[src/rtl/iddmm_feeder.sv]
// rtl/iddmm_feeder.sv - operand loader and result drainer around an IDDMM multiplier core
module iddmm_feeder #(
    parameter int K      = 128,
    parameter int N      = 32,
    parameter int ADDR_W = $clog2(N)
) (
    input  logic              clk,
    input  logic              rst_n,
    input  logic              in_valid,
    output logic              in_ready,
    input  logic [1:0]        in_sel,
    input  logic [K-1:0]      in_data,
    input  logic              in_last,
    input  logic              start,
    output logic [2:0]        wr_ena,
    output logic [ADDR_W-1:0] wr_addr,
    output logic [K-1:0]      wr_x,
    output logic [K-1:0]      wr_y,
    output logic [K-1:0]      wr_m,
    output logic [K-1:0]      wr_m1,
    output logic              task_req,
    input  logic              task_grant,
    input  logic [K-1:0]      task_res,
    input  logic              task_end,
    output logic              out_valid,
    input  logic              out_ready,
    output logic [K-1:0]      out_data,
    output logic              out_last,
    output logic              busy,
    output logic [3:0]        loaded,
    output logic              err
);

    typedef enum logic [1:0] {S_IDLE, S_REQ, S_COLLECT, S_DRAIN} state_t;

    localparam logic [ADDR_W-1:0] LAST_IDX = ADDR_W'(N - 1);

    state_t            r_state;
    state_t            w_state_nxt;
    logic [ADDR_W-1:0] r_word_cnt;
    logic [ADDR_W-1:0] r_res_cnt;
    logic [ADDR_W-1:0] r_rd_cnt;
    logic [3:0]        r_loaded;
    logic [K-1:0]      r_wr_m1;
    logic              r_err;
    logic [K-1:0]      r_res_buf [N];

    logic w_beat;
    logic w_beat_xym;
    logic w_beat_m1;
    logic w_cnt_end;
    logic w_beat_ok;
    logic w_beat_bad;
    logic w_run_err;
    logic w_store;
    logic w_abort;
    logic w_done;

    assign in_ready   = (r_state == S_IDLE) && !start;
    assign w_beat     = in_valid && in_ready;
    assign w_beat_xym = w_beat && (in_sel != 2'd3);
    assign w_beat_m1  = w_beat && (in_sel == 2'd3);
    assign w_cnt_end  = (r_word_cnt == LAST_IDX);
    assign w_beat_ok  = in_last && w_cnt_end;
    assign w_beat_bad = w_beat_xym && (in_last != w_cnt_end);

    // Core RAM write port is a pass-through of the accepted beat; enable forced low while in reset.
    always_comb begin
        wr_ena = 3'b000;
        if (w_beat_xym && rst_n) begin
            wr_ena = 3'(3'b001 << in_sel);
        end
    end

    assign wr_addr   = r_word_cnt;
    assign wr_x      = in_data;
    assign wr_y      = in_data;
    assign wr_m      = in_data;
    assign wr_m1     = r_wr_m1;
    assign task_req  = (r_state == S_REQ);
    assign out_valid = (r_state == S_DRAIN);
    assign out_data  = r_res_buf[r_rd_cnt];
    assign out_last  = (r_state == S_DRAIN) && (r_rd_cnt == LAST_IDX);
    assign busy      = (r_state != S_IDLE);
    assign loaded    = r_loaded;
    assign err       = r_err;

    // Run sequencing: request the core, collect N result words, then drain them downstream.
    always_comb begin
        w_state_nxt = r_state;
        w_run_err   = 1'b0;
        w_store     = 1'b0;
        w_abort     = 1'b0;
        w_done      = 1'b0;
        case (r_state)
            S_IDLE: begin
                if (start) begin
                    if (&r_loaded) begin
                        w_state_nxt = S_REQ;
                    end else begin
                        w_run_err = 1'b1;
                    end
                end
            end
            S_REQ, S_COLLECT: begin
                w_store = task_grant;
                // res_cnt is 0 in REQ, so this also covers a single-word operand.
                if (task_grant && (r_res_cnt == LAST_IDX)) begin
                    w_state_nxt = S_DRAIN;
                end else if (task_end) begin
                    w_abort     = 1'b1;
                    w_run_err   = 1'b1;
                    w_state_nxt = S_IDLE;
                end else if (task_grant) begin
                    w_state_nxt = S_COLLECT;
                end
            end
            S_DRAIN: begin
                if (out_ready && out_last) begin
                    w_done      = 1'b1;
                    w_state_nxt = S_IDLE;
                end
            end
            default: w_state_nxt = S_IDLE;
        endcase
    end

    // State register.
    always_ff @(posedge clk or negedge rst_n) begin
        if (!rst_n) begin
            r_state <= S_IDLE;
        end else begin
            r_state <= w_state_nxt;
        end
    end

    // Operand loading: word counter, loaded flags and the held m1 word.
    always_ff @(posedge clk or negedge rst_n) begin
        if (!rst_n) begin
            r_word_cnt <= '0;
            r_loaded   <= 4'b0000;
            r_wr_m1    <= '0;
        end else begin
            if (w_beat_m1) begin
                r_wr_m1     <= in_data;
                r_loaded[3] <= 1'b1;
            end
            if (w_beat_xym) begin
                if (in_last || w_cnt_end) begin
                    r_word_cnt <= '0;
                end else begin
                    r_word_cnt <= r_word_cnt + 1'b1;
                end
                if (w_beat_ok) begin
                    r_loaded[in_sel] <= 1'b1;
                end else if (w_beat_bad || (r_word_cnt == '0)) begin
                    r_loaded[in_sel] <= 1'b0;
                end
            end
        end
    end

    // Result counters and the registered error pulse.
    always_ff @(posedge clk or negedge rst_n) begin
        if (!rst_n) begin
            r_res_cnt <= '0;
            r_rd_cnt  <= '0;
            r_err     <= 1'b0;
        end else begin
            r_err <= w_run_err || w_beat_bad;
            if (w_abort || w_done) begin
                r_res_cnt <= '0;
            end else if (w_store && (r_res_cnt != LAST_IDX)) begin
                r_res_cnt <= r_res_cnt + 1'b1;
            end
            if (w_done) begin
                r_rd_cnt <= '0;
            end else if (out_valid && out_ready) begin
                r_rd_cnt <= r_rd_cnt + 1'b1;
            end
        end
    end

    // Result buffer; contents are meaningless outside DRAIN so it carries no reset.
    always_ff @(posedge clk) begin
        if (w_store) begin
            r_res_buf[r_res_cnt] <= task_res;
        end
    end

endmodule
[config.mk]
export PLATFORM = sky130hd
export DESIGN_NAME = iddmm_feeder
export DESIGN_NICKNAME = d
export VERILOG_FILES = /design/src/rtl/iddmm_feeder.sv
export SDC_FILE = /design/constraint.sdc
export NUM_CORES = 2
export LEC_CHECK = 0
export CAP_MARGIN = 40
export CORE_MARGIN = 2
export CORE_UTILIZATION = 30
export DETAILED_ROUTE_END_ITERATION = 6
export GPL_TIMING_DRIVEN = 0
export PLACE_DENSITY = 0.51
export SYNTH_ARGS = -nofsm -noshare
export SYNTH_HDL_FRONTEND = slang
export SYNTH_SLANG_ARGS = --single-unit
[constraint.sdc]
create_clock -name clk -period 15.8 [get_ports clk]
set_clock_uncertainty 0.15 [all_clocks]
set_input_delay 3.16 -clock clk [delete_from_list [all_inputs] [get_ports clk]]
set_output_delay 3.16 -clock clk [all_outputs]
set_load 0.005 [all_outputs]
* Word-level counts from Yosys, hierarchy flattened
Memories as Yosys holds them, arrays and structs flattened.
Index checks and enable logic that the tools add are counted.
** Operators by class
- Add/sub/neg operators :: 3
- $lt $le $gt $ge :: 2
- Equal/unequal tests :: 14
- Shift operators :: 1
- Multiplexer cells :: 30
- Bitwise gates (word level) :: 3
- Reduce and logical (&&, ||, !) cells :: 28
** Operators by type and width (number)
- $mux W5 :: 5
- $add A5 B1 Y5 const B :: 3
- $eq A5 B5 Y1 const B :: 3
- $logic_and A1 B1 Y1 :: 13
- $mux W1 :: 12
- $mux W2 :: 6
- $mux W4 :: 3
- $reduce_and A4 Y1 :: 2
- $reduce_bool A2 Y1 :: 4
- $eq A2 B2 Y1 const B :: 3
- $pmux W2 S3 :: 1
- $logic_not A5 Y1 :: 1
- $ne A5 B5 Y1 const B :: 1
- $and A4 B4 Y4 :: 1
- $logic_or A1 B1 Y1 :: 4
- $ne A2 B1 Y1 const B :: 2
- $ne A2 B2 Y1 const B :: 2
- $ne A4 B4 Y1 const B :: 1
- $not A4 Y4 :: 1
- $or A4 B4 Y4 :: 1
- $lt A2 B3 Y1 const B :: 1
- $mux W3 :: 1
- $shl A1 B2 Y3 const A :: 1
- $demux W1 S2 :: 1
- 8 further kinds :: 8
** Word-level totals
- Bits in registers :: 150
- Bits in writable memories :: 4096
- Bits of input ports :: 266
- Output and inout bits :: 658
- Word-level logic and storage cells :: 90
- Memories kept :: 1
** Memories
- r_res_buf :: depth 32, bits a word 128, read ports 1, clocked after memory_dff 0, wr ports 1, line 46 : logic [K-1:0] r_res_buf [N];

* Logic depth before layout (Yosys ltp)
- Word-level depth :: 9
- Gate-level depth with buffers :: 10
- Gate-level depth less buffers :: 9

* Worst setup path after synthesis
Ideal clock, no wire load.
- Kind :: input-to-reg
- From :: in task_grant
- To :: mem r_res_buf[14][0], enable pin
- Arrival time :: 8.992 ns
- Path slack :: 6.041 ns
- Cell stages on the path :: 3
- Cell sequence :: clkbuf_1 > nand3_1 > nor2_1
** Between the ends
- Cells in the longest elaborated chain, start to end :: 3
** Ends and longest elaborated chain
- start: declaration :: line 22 : input logic task_grant,
- $mux W1 :: line 95 : case (r_state)
- $mux W1 :: line 186 : if (w_store) begin
- $mux W1 (implied by the code) :: line 187 : r_res_buf[r_res_cnt] <= task_res;
- end: declaration :: line 46
Every way passes these cells.

* Worst setup path in the final report
- From :: reg r_rd_cnt[1]
- To :: out out_data[82]
** Between the ends
- Cells in the longest elaborated chain, start to end :: 1
** Ends and longest elaborated chain
- start: declaration :: line 42 : logic [ADDR_W-1:0] r_rd_cnt;
- start signal: assignment :: line 179 : r_rd_cnt <= r_rd_cnt + 1'b1;
- $mem_v2 Z32 W128
- end: declaration :: line 27 : output logic [K-1:0] out_data,
Every way passes these cells.

==> summary.txt <==
CP arrival: 5650 ps
first-pass GRT wire length: 716,000 µm
HPWL after DPL: 391,000 µm
Initial DRC Count: 8,474
Lkg Pwr: 64.6 nW
final setup fails: 0
measured slew at the worst slew-check pin: 1030 ps
Pwr Total: 23.2 mW
count of pins over their slew limit: 0
DR pass1 iterations: 5
Clock Sinks: 4,246
all-layer global routing usage: 18.9%
Synth cell types: 45
# hold bufs at CTS: 0
status: finished, final reports clean
Initial Util: 30.1%
Die Ht: 744 µm
WP data required: 12,490 ps
Area Overhead vs Synth: 26.3%
Worst setup EP type: output port
CP Class: register to output port
fin crit share: 56.7%
Post-synth EDFFs: 4,096
via count: 81,000
largest net degree at the start of global routing: 81
Post-DRT Antenna Nets: 0
pwr/cell area: 112 mW/mm²
maxcap violations: 0
Core Box Area: 0.545 mm²
Highest Clock Rate: 0.112 GHz
CTS clk-pin slew, worst paths: 60 ps
Worst Path Max Fanout: 10
unrepaired setup endpoints after global routing: no
WL final: 537,000 µm
drt drc: 0
#FFs+latches synth: 4,246
Worst-Skew Late Latency: 950 ps
net count after synthesis: 7,173
R2R setup slack: 11,380 ps
Critical Path Start Type: register
Post-CTS Setup Inserts: 0
share of cells above drive strength 1: 34.5%
sequential cell area fraction in the yosys report: 77.2%
Ys Warns: 0
Layout Nets: 9,125
worst hold path type: register to register
Avg Vias per Cell: 4.91
FFs w/ async S/R, synth: 3.53%
Num CTS Buffers: 440
initial antenna violation count: 94
Mapped Cells: 6,892
Syn Area/Cell: 23.8 µm²
Rel. slew slack: 31.4%
Routed WL per cell: 32.6 µm
Final Hold Vio Count: 0
min cycle time layout: 8960 ps
htree depth: 5
mapped cell area: 0.164 mm²
Final TNS setup: 0 ps
CTS-repair resized insts: 0
Die Wd: 744 µm
CTS tree: built
IO Count: 924
die footprint: 0.553 mm²
GRT overflow: 0
number of port buffers: 920
gp weighted congestion: 0.861
clock tree root buffer cell: clkbuf_16
vias in the first global route: 83,200
clock buffer depth: 4
Cell Rows: 271
Worst IR Drop VDD: 0.100 mV
dominant synthesized flop cell: edfxtp_1
==> cell families after synthesis <==
| group | count (synthesis) | share of synthesized area, % |
|---|---|---|
| AND/OR/NAND/NOR | 208 | 0.614 |
| multiplexers | 1569 | 18.8 |
| buffers and inverters | 734 | 2.71 |
| AO/OA/AOI/OAI | 117 | 0.529 |
| XOR/XNOR | 3 | 0.0160 |
| adder cells (fa/ha/maj) | 15 | 0.114 |
| flip-flops | 4246 | 77.2 |
==> flip-flops by register name, summed over array words and instances, names as in the netlist <==
name,count
r_res_cnt,5
r_res_buf,4096
loaded,4
r_rd_cnt,5
err,1
wr_addr,5
r_state,2
wr_m1,128
==> routing by layer <==
layer | GRT usage (%) | up-vias | part of all wire, %
met5 | 0 | - | 0.046
met4 | 7.61 | 40 | 4.9
met3 | 3.37 | 880 | 6.3
met2 | 33.7 | 3281 | 51
met1 | 22.7 | 43800 | 38
li1 | - | 33000 | -
==> final timing paths <==
check,from,to,cells past startpoint
worst min-delay path,wr_m1[72]$_DFFE_PN0P_,wr_m1[72]$_DFFE_PN0P_,1
worst max register to register,r_rd_cnt[3]$_DFFE_PN0P_,r_state[1]$_DFFE_PN0P_,10
min in group asynchronous,rst_n,wr_m1[74]$_DFFE_PN0P_,1
worst max-delay path,r_rd_cnt[1]$_DFFE_PN0P_,out_data[82],11
max in group asynchronous,rst_n,wr_m1[96]$_DFFE_PN0P_,2
worst min register to register,wr_m1[72]$_DFFE_PN0P_,wr_m1[72]$_DFFE_PN0P_,1
==> final cells by class <==
type / instances / area (µm²)
Antenna cell: 50 / 125
Timing Repair Buffer: 1510 / 20100
Fill cell: 48600 / 338000
Tap cell: 7234 / 9050
Sequential cell: 4246 / 127000
Multi-Input combinational cell: 1912 / 33200
Inverter: 10 / 37.5
Clock inverter: 259 / 2130
Clock buffer: 553 / 11500
Buffer: 724 / 4430
==> critical path, stage by stage, from the launching register on <==
cell and delay (ps):
dfrtp_1 360, buf_2 170, buf_2 510, buf_2 530, buf_2 410, clkbuf_1 520
buf_8 230, mux4_2 180, mux2i_1 130, a221oi_1 820, buf_4 280, clkdlybuf4s50_1 510
==> synth_stat cells (15+ instances only) <==
master    instances  area, µm²
mux2i_1         124       1240
buf_1            43        161
buf_2            79        395
edfxtp_1       4096     123000
mux4_2         1184      26700
o21ai_0          16       80.1
clkbuf_1        185        694
nor3_1           21        105
and2_1           22        138
a221oi_1         16        140
ha_1             15        188
mux2_2          261       2940
nand2_1          59        221
buf_4           410       3080
a22oi_1          27        203
nor2_1           46        173
dfrtp_1         150       3750
nand3_1          23        115
==> placed cells by master, fill, tap and decap left out, drive strengths merged, types with 16 or more instances in the layout <==
master / synthesis / layout
edfxtp: 4096 / 4096
mux4: 1184 / 1184
buf: 539 / 1130
clkdlybuf4s50: 0 / 919
clkbuf: 185 / 738
mux2: 261 / 261
clkinv: 0 / 207
dfrtp: 150 / 150
mux2i: 124 / 124
nand2: 59 / 59
diode: 0 / 50
nor2: 46 / 46
inv: 10 / 29
a22oi: 27 / 27
nand3: 23 / 23
and2: 22 / 22
bufinv: 0 / 22
nor3: 21 / 21
a221oi: 16 / 16
o21ai: 16 / 16
==> power by group <==
part	internal, mW	switching, mW
sequential	12.4	0.0443
combinational	0.449	0.423
clock	5.54	4.37
==> per-stage QoR <==
step | setup slack (ps) | instances | hold WS, ps | area, µm² | util [%]
finish | 6840 | 16500 | 355 | 207000 | 38.0
global route | 6710 | 16500 | 364 | 207000 | 38.0
CTS | 6800 | 16400 | 357 | 206000 | 37.9
detailed placement | 7260 | 15600 | 344 | 193000 | 35.4
global placement | -3690 | 15000 | 338 | 182000 | 33.5
floorplan | 6040 | 6892 | 338 | 164000 | -
Power figures use the tool's default switching activity.
